`src/rtl/next_addr_ctrl_pkg.sv`:
```
// Shared constants for the next-address controller: opcodes, source selects,
// controller states and the sequencer stack depth limit.
package next_addr_ctrl_pkg;

  localparam logic [3:0] OpJz   = 4'd0;
  localparam logic [3:0] OpCont = 4'd1;
  localparam logic [3:0] OpJmp  = 4'd2;
  localparam logic [3:0] OpCjmp = 4'd3;
  localparam logic [3:0] OpJsr  = 4'd4;
  localparam logic [3:0] OpCjsr = 4'd5;
  localparam logic [3:0] OpRts  = 4'd6;
  localparam logic [3:0] OpCrts = 4'd7;
  localparam logic [3:0] OpLdct = 4'd8;
  localparam logic [3:0] OpLoop = 4'd9;
  localparam logic [3:0] OpPush = 4'd10;
  localparam logic [3:0] OpLdar = 4'd11;
  localparam logic [3:0] OpJra  = 4'd12;
  localparam logic [3:0] OpCjra = 4'd13;
  localparam logic [3:0] OpWait = 4'd14;
  localparam logic [3:0] OpHalt = 4'd15;

  localparam logic [1:0] SelUpc = 2'b00;
  localparam logic [1:0] SelAr  = 2'b01;
  localparam logic [1:0] SelStk = 2'b10;
  localparam logic [1:0] SelD   = 2'b11;

  localparam logic [2:0] DepthMax = 3'd4;

  typedef enum logic {StRun, StHalt} state_e;

endpackage

```
`src/rtl/next_addr_ctrl_loop_counter.sv`:
```
// 8-bit loop counter: parallel load, decrement that stops at zero, zero flag.
module loop_counter (
  input  logic       cp,
  input  logic       rst,
  input  logic       load,
  input  logic       dec,
  input  logic [7:0] d,
  output logic       zero
);

  logic [7:0] count_q;

  always_ff @(posedge cp or posedge rst) begin
    if (rst) begin
      count_q <= '0;
    end else if (load) begin
      count_q <= d;
    end else if (dec && (count_q != '0)) begin
      count_q <= count_q - 8'd1;
    end
  end

  assign zero = (count_q == '0);

endmodule

```
`src/rtl/next_addr_ctrl.sv`:
```
// Next-address controller: decodes the pipelined next-address field into
// sequencer controls and tracks stack depth, loop count and run/halt state.
module next_addr_ctrl
  import next_addr_ctrl_pkg::*;
(
  input  logic       cp,
  input  logic       rst,
  input  logic [3:0] mw,
  input  logic       test,
  input  logic       pol,
  input  logic [7:0] cnt_d,
  input  logic       start,
  output logic [1:0] s,
  output logic       fe,
  output logic       pup,
  output logic       re,
  output logic       zero,
  output logic       c,
  output logic       cnt_z,
  output logic       stk_err,
  output logic       halted
);

  state_e     state_q;
  logic [3:0] pir_q;
  logic [2:0] depth_q;
  logic       stk_err_q;

  logic run, pass;
  logic push_req, pop_req, err_now, push_ok, pop_ok;
  logic cnt_load, cnt_dec;

  assign run  = (state_q == StRun);
  assign pass = test ^ pol;

  always_comb begin
    s        = SelUpc;
    fe       = 1'b1;
    pup      = 1'b0;
    re       = 1'b1;
    zero     = 1'b1;
    c        = 1'b1;
    push_req = 1'b0;
    pop_req  = 1'b0;
    if (run) begin
      case (pir_q)
        OpJz:   zero = 1'b0;
        OpJmp:  s = SelD;
        OpCjmp: if (pass) s = SelD;
        OpJsr:  begin s = SelD; fe = 1'b0; pup = 1'b1; push_req = 1'b1; end
        OpCjsr: if (pass) begin s = SelD; fe = 1'b0; pup = 1'b1; push_req = 1'b1; end
        OpRts:  begin s = SelStk; fe = 1'b0; pop_req = 1'b1; end
        OpCrts: if (pass) begin s = SelStk; fe = 1'b0; pop_req = 1'b1; end
        OpLoop: begin
          // Loop back from the stack top until the count runs out, then drop it.
          if (!cnt_z) s = SelStk;
          else begin fe = 1'b0; pop_req = 1'b1; end
        end
        OpPush: begin fe = 1'b0; pup = 1'b1; push_req = 1'b1; end
        OpLdar: re = 1'b0;
        OpJra:  s = SelAr;
        OpCjra: if (pass) s = SelAr;
        OpWait: c = pass;
        OpHalt: c = 1'b0;
        default: ;
      endcase
    end else begin
      c = 1'b0;
    end
    err_now = (push_req && (depth_q == DepthMax)) || (pop_req && (depth_q == 3'd0));
    if (err_now) fe = 1'b1;
  end

  assign push_ok  = push_req && !err_now;
  assign pop_ok   = pop_req && !err_now;
  assign cnt_load = run && (pir_q == OpLdct);
  assign cnt_dec  = run && (pir_q == OpLoop);

  always_ff @(posedge cp or posedge rst) begin
    if (rst) begin
      state_q   <= StRun;
      pir_q     <= OpJz;
      depth_q   <= '0;
      stk_err_q <= 1'b0;
    end else begin
      if (err_now) stk_err_q <= 1'b1;
      case (state_q)
        StRun: begin
          pir_q <= mw;
          if (pir_q == OpHalt) state_q <= StHalt;
          if (pir_q == OpJz)   depth_q <= '0;
          else if (push_ok)    depth_q <= depth_q + 3'd1;
          else if (pop_ok)     depth_q <= depth_q - 3'd1;
        end
        StHalt: begin
          if (start) begin
            state_q <= StRun;
            pir_q   <= mw;
          end
        end
        default: state_q <= StRun;
      endcase
    end
  end

  loop_counter u_loop_counter (
    .cp   (cp),
    .rst  (rst),
    .load (cnt_load),
    .dec  (cnt_dec),
    .d    (cnt_d),
    .zero (cnt_z)
  );

  assign stk_err = stk_err_q | err_now;
  assign halted  = (state_q == StHalt);

endmodule

```
`config.mk`:
```
export PLATFORM = sky130hd
export DESIGN_NAME = next_addr_ctrl
export DESIGN_NICKNAME = d
export VERILOG_FILES = /design/src/rtl/next_addr_ctrl_pkg.sv /design/src/rtl/next_addr_ctrl_loop_counter.sv /design/src/rtl/next_addr_ctrl.sv
export SDC_FILE = /design/constraint.sdc
export NUM_CORES = 1
export LEC_CHECK = 0
export BUFFER_PORTS_ARGS = -buffer_cell sky130_fd_sc_hd__buf_2
export CAP_MARGIN = 20
export CORE_AREA = 2 2 46 70
export CTS_BUF_LIST = sky130_fd_sc_hd__clkbuf_8
export CTS_CLUSTER_DIAMETER = 60
export DETAILED_ROUTE_END_ITERATION = 10
export DIE_AREA = 0 0 48 72
export PLACE_DENSITY = 0.67
export SLEW_MARGIN = 10
export SYNTH_ARGS = -nofsm -noshare
export SYNTH_HDL_FRONTEND = slang
export SYNTH_SLANG_ARGS = --single-unit
export TNS_END_PERCENT = 20
```
`constraint.sdc`:
```
create_clock -name cp -period 3 [get_ports cp]
set_input_delay 0.6 -clock cp [delete_from_list [all_inputs] [get_ports cp]]
set_output_delay 0.6 -clock cp [all_outputs]
set_load 0.03 [all_outputs]
```
# Yosys cells after proc, flatten, opt, wreduce, memory -nomap -nowiden
# Index checks and enable logic that the tools add are counted.
# totals
reg_bits,17
inputBits,17
out_inout_bits,10
word_cells,81
# op_classes
addsub,3
n_eq_ne,16
muxes,33
bitwise_logic,3
n_reduce_logical,21
# ops
cell,n
"equality test 4 bit, second input constant",8
"equality test 4 x 3 -> 1 bit, second input constant",4
2-to-1 mux 1 bit,16
2-to-1 mux 8 bit,2
case mux 2 bit (7 select lines),1
2-to-1 mux 3 bit,3
"equality test 4 x 2 -> 1 bit, second input constant",2
zero test 8 bit,1
2-to-1 mux 2 bit,4
case mux 4 bit (2 select lines),1
nonzero test 8 bit,1
OR reduction 2 bit,4
"subtractor 8 x 1 -> 8 bit, second input constant",1
logical AND 1 bit,7
case mux 1 bit (2 select lines),3
case mux 1 bit (3 select lines),2
zero test 4 bit,1
2-to-1 mux 4 bit,1
"adder 3 x 1 -> 3 bit, second input constant",1
"equality test 3 bit, second input constant",1
zero test 3 bit,1
nonzero test 3 bit,1
OR reduction 3 bit,1
"subtractor 3 x 1 -> 3 bit, second input constant",1
other kinds (8),8

# Depth between registers and ports, before layout
# logic_depth
word_depth,11
mapped_depth,10
ltp_nobuf,10

# Hierarchy
# From an unflattened synthesis, not the netlist that was laid out.
# hier_totals
cells_unflattened,133
hier_area_um2,1213.7
# modules_own_cells
module,instances,cells_each,area_per_inst_um2
next_addr_ctrl,1,80,718.2
loop_counter,1,53,495.5

# Worst setup path after synthesis
# No wires, ideal clock.
# synth_timing
path_type,input to register
startpoint,input test
endpoint,register depth_q[2]
arrival_time_ns,2.816
required_ns,2.930
setup_slack_ns,0.114
stages,8
path_cell_list,xnor2_1 a2111oi_0 o21a_1 nand2_1 fa_1 a21boi_0 or4_1 nand3_1
# synth_between
elab_chain_len,10
word_cells_on_any_way,16
classes_between,7 x mux; 1 x bitwise; 8 x reduce/logical
# synth_rtl
element,line_no,text
from (decl),next_addr_ctrl.sv:9,"input logic test,"
XOR 1 bit *,next_addr_ctrl.sv:34,assign pass = test ^ pol;
2-to-1 mux 1 bit *,--,
case mux 1 bit (2 select lines) *,--,
2-to-1 mux 1 bit *,--,
net pup,next_addr_ctrl.sv:15,"output logic pup,"
logical AND 1 bit,next_addr_ctrl.sv:70,err_now = (push_req && (depth_q == DepthMax)) || (pop_req && (depth_q == 3'd0));
logical OR 1 bit,next_addr_ctrl.sv:70,
zero test 1 bit,"next_addr_ctrl.sv:74, next_addr_ctrl.sv:75",
"logical AND 1 bit, on equally long branches","next_addr_ctrl.sv:74, next_addr_ctrl.sv:75",
nonzero test 3 bit (no source line) or 2-to-1 mux 3 bit (tied branches),--,
AND reduction 2 bit (no source line) or 2-to-1 mux 3 bit (tied branches),--,
to (signal assigned),next_addr_ctrl.sv:92,else if (push_ok) depth_q <= depth_q + 3'd1;
to (signal assigned),next_addr_ctrl.sv:93,else if (pop_ok) depth_q <= depth_q - 3'd1;
to (decl),next_addr_ctrl.sv:26,logic [2:0] depth_q;
# Mark *: on every way through the listed nets, which the timed path passes. The rest lies on a longest branch.
# A chain may end at the register's enable or synchronous reset.

# Final worst setup path
# layout_timing
startpoint,register u_loop_counter.count_q[0]
endpoint,output fe
# layout_between
elab_chain_len,7
word_cells_on_any_way,10
classes_between,7 x mux; 3 x reduce/logical
# layout_rtl
element,line_no,text
from (decl),next_addr_ctrl_loop_counter.sv:11,logic [7:0] count_q;
from (signal assigned),next_addr_ctrl_loop_counter.sv:19,count_q <= count_q - 8'd1;
zero test 8 bit *,next_addr_ctrl_loop_counter.sv:23,assign zero = (count_q == '0);
2-to-1 mux 1 bit,next_addr_ctrl.sv:56,if (!cnt_z) s = SelStk;
case mux 1 bit (3 select lines),next_addr_ctrl.sv:46,case (pir_q)
2-to-1 mux 1 bit,next_addr_ctrl.sv:45,if (run) begin
logical AND 1 bit,next_addr_ctrl.sv:70,
logical OR 1 bit,next_addr_ctrl.sv:70,
2-to-1 mux 1 bit *,next_addr_ctrl.sv:71,if (err_now) fe = 1'b1;
to (decl),next_addr_ctrl.sv:14,"output logic fe,"
# Mark *: on every way between the ends. The rest lies on a longest branch, timed or not.

==> results.cfg <==
[timing]
rsz0062_at_grt = no
slew_viol_final = 0
fin_crit_ps = 2810
setup_tns_ps = 0
skew_ps = 8.29
fmax_mhz = 356
slew_headroom_pct = 55.8
timing.hold.ws_ps = 435
setup_violations = 0
worst_pin_slew_ps = 662
period_share_pct = 93.7
hold_viol_final = 0

[finish]
n_antenna_cell = 0
fill_cells = 285
regArea_um2 = 425
drive_gt1_share_pct = 27.8
final_cells = 190
nets = 172
area_growth_pct = 20.7
multi_input_area_um2 = 644

[routing]
wl_mm = 2.40
via_per_inst = 5.26
remaining_drc_errors = 0
post_drt_wl_per_cell_um = 12.6
first_iter_violations = 11
drtPass1Iterations = 4
via_count = 999
ant_nets = 0

[synth]
yosysMostFrequentCell = nor2_1
synthCells = 125
ys_seq_area_share_pct = 38.7
yosysWarningCount = 0
ys_ff_latch = 17
ys_top_cells_by_count = nor2_1 (20), dfrtp_1 (17), a21oi_1 (9)
synth.largest_area_cell = dfrtp_1
syn_nets = 145
synth_edf_count = 0
syn_area_um2 = 1100
synth_ff_type = dfrtp_1
avgSynthCellArea_um2 = 8.79
async_flop_share_pct = 100
synth_top_area_share_pct = 38.7
synth_cell_type_count = 37
synthTopCellsByArea = dfrtp_1 (39%), nor2_1 (6.8%), a21oi_1 (4.1%), mux2_2 (4.1%), xnor2_1 (4.0%)

[critical_path]
worstSetupEndpointType = primary output
cpLargestDelayFamily = simple AND/OR/NAND/NOR gates
slowest_delay_ps = 510
worst_setup_path_start_kind = flop
cp_cell_sequence = inv_1, ha_1, or3b_2, nor4_4, o21ai_1, o211ai_2, buf_4
critPathRequiredTime_ps = 2400
slowest_stage = or3b_2
crit_buf_inv = 2
worstPathMaxFanout = 7
path_class = reg2out
critPathArrivalTime_ps = 2210

[clock_network]
clock_path_buffers = 2
clk_pin_slew_ps = 70
postCtsSetupBuffers = 0
htreeDepth = 1
cts_tree = done
cts_resized = 0
clock_latency_ps = 250
clock_sinks = 17
hold_buffers = 0
numCtsBuffers = 3
cts_root_buffer = clkbuf_8

[grt]
grt_max_degree = 18
grt_overflow = 0
antenna_found_initial = 0
track_usage_pct = 15.3
grt_pass1_vias = 973
grt_pass1_wl_mm = 3.93

[pwr]
p_seq_share_pct = 45.8
switchingPower_uw = 332
p_int_uw = 536
clkPwrFrac_pct = 19.0
swShare_pct = 38.3
power.density_nw_per_um2 = 655
peakVddDrop_uv = 334
leakage_uw = 0.000570
combPwrFrac_pct = 35.2

[die]
num_rows = 24
die_x_um = 48
dieArea_um2 = 3460
start_util_pct = 38.5
core-area_um2 = 2850
die_h_um = 72
ios = 27

[hold_path]
hold_path_class = in2async

[run_status]
status = completed

[placement]
io_buffers = 26
placed_cells = 186
dp_hpwl_mm = 1.85
gp_congestion = 0.748

[run]
maxCapViolCount = 0
[registers in the layout, summed over array words and instances (netlist names)]
signal                  flops
halted                      1
pir_q                       4
stk_err_q                   1
depth_q                     3
u_loop_counter.count_q      8
[through the flow]
step	total power, µW	utilization, %	setup slack [ps]	cell area [µm²]
6_report	868	46.5	189	1330
3_5_place_dp	703	44.3	40.8	1260
4_1_cts	872	45.9	14.4	1310
2_1_floorplan	618	-	114	1100
3_3_place_gp	684	44.3	160	1260
5_1_grt	938	46.5	36.7	1330
[cells in the final DEF, fill, tap and decap left out, types with 2 or more instances in the layout]
| cell | n |
|---|---|
| buf_2 | 25 |
| nor2_1 | 20 |
| dfrtp_1 | 17 |
| a21oi_1 | 9 |
| nand2_1 | 8 |
| inv_1 | 7 |
| nand3_1 | 6 |
| xnor2_1 | 5 |
| nor3_1 | 5 |
| o21ai_0 | 5 |
| mux2_2 | 4 |
| nand3b_1 | 3 |
| xor2_1 | 3 |
| clkbuf_8 | 3 |
| or2_2 | 2 |
| a2111oi_0 | 2 |
| o21ai_1 | 2 |
| nand2b_1 | 2 |
| ha_1 | 2 |
| buf_4 | 2 |
[power groups by stage]
stage / Combinational [µW] / Clock, µW / Sequential [µW]
3_3_place_gp: 288 / 0 / 396
5_1_grt: 345 / 185 / 408
2_1_floorplan: 241 / 0 / 377
6_report: 305 / 165 / 398
3_5_place_dp: 302 / 0 / 400
4_1_cts: 305 / 171 / 397
[metal layers]
| metal | up-vias | part of all wire [%] | wire, µm | global-route usage [%] |
|---|---|---|---|---|
| li1 | 494 | - | - | - |
| met3 | 4 | 3.3 | 80 | 2.24 |
| met2 | 27 | 55 | 1320 | 28.9 |
| met1 | 474 | 41 | 975 | 16.1 |
| met5 | - | 0 | 0 | 0 |
| met4 | 0 | 1.0 | 25 | 4.50 |
[layout make-up]
cell class / instances / share of cell area [%]
clock buffers: 3 / 3.11
clock inverters: 1 / 0.283
inverters: 6 / 1.70
multi-input cells: 97 / 48.6
flip-flops and latches: 17 / 32.1
well taps: 39 / 3.68
repair buffers: 27 / 10.6
[cell families (layout without fill, tap and decap cells)]
family,Yosys count,count (layout),synth area share [%]
compound gates,25,25,15.4
buf+inv,11,37,3.99
simple gates,57,57,27.3
flops,17,17,38.7
xor+xnor,8,8,6.38
fa+ha+maj,3,3,4.10
mux,4,4,4.10
[worst paths after layout]
| path | start | endpoint | slack [ps] | cells after the start |
|---|---|---|---|---|
| min in group cp | stk_err_q | stk_err_q | 480 | 1 |
| worst min-delay path | rst | depth_q[1] | 430 | 2 |
| worst min register to register | stk_err_q | stk_err_q | 480 | 1 |
| max in group asynchronous | rst | u_loop_counter.count_q[2] | 2140 | 2 |
| worst max-delay path | u_loop_counter.count_q[0] | fe | 190 | 7 |
| worst max register to register | u_loop_counter.count_q[0] | depth_q[2] | 310 | 10 |
Power figures use the tool's default switching activity.
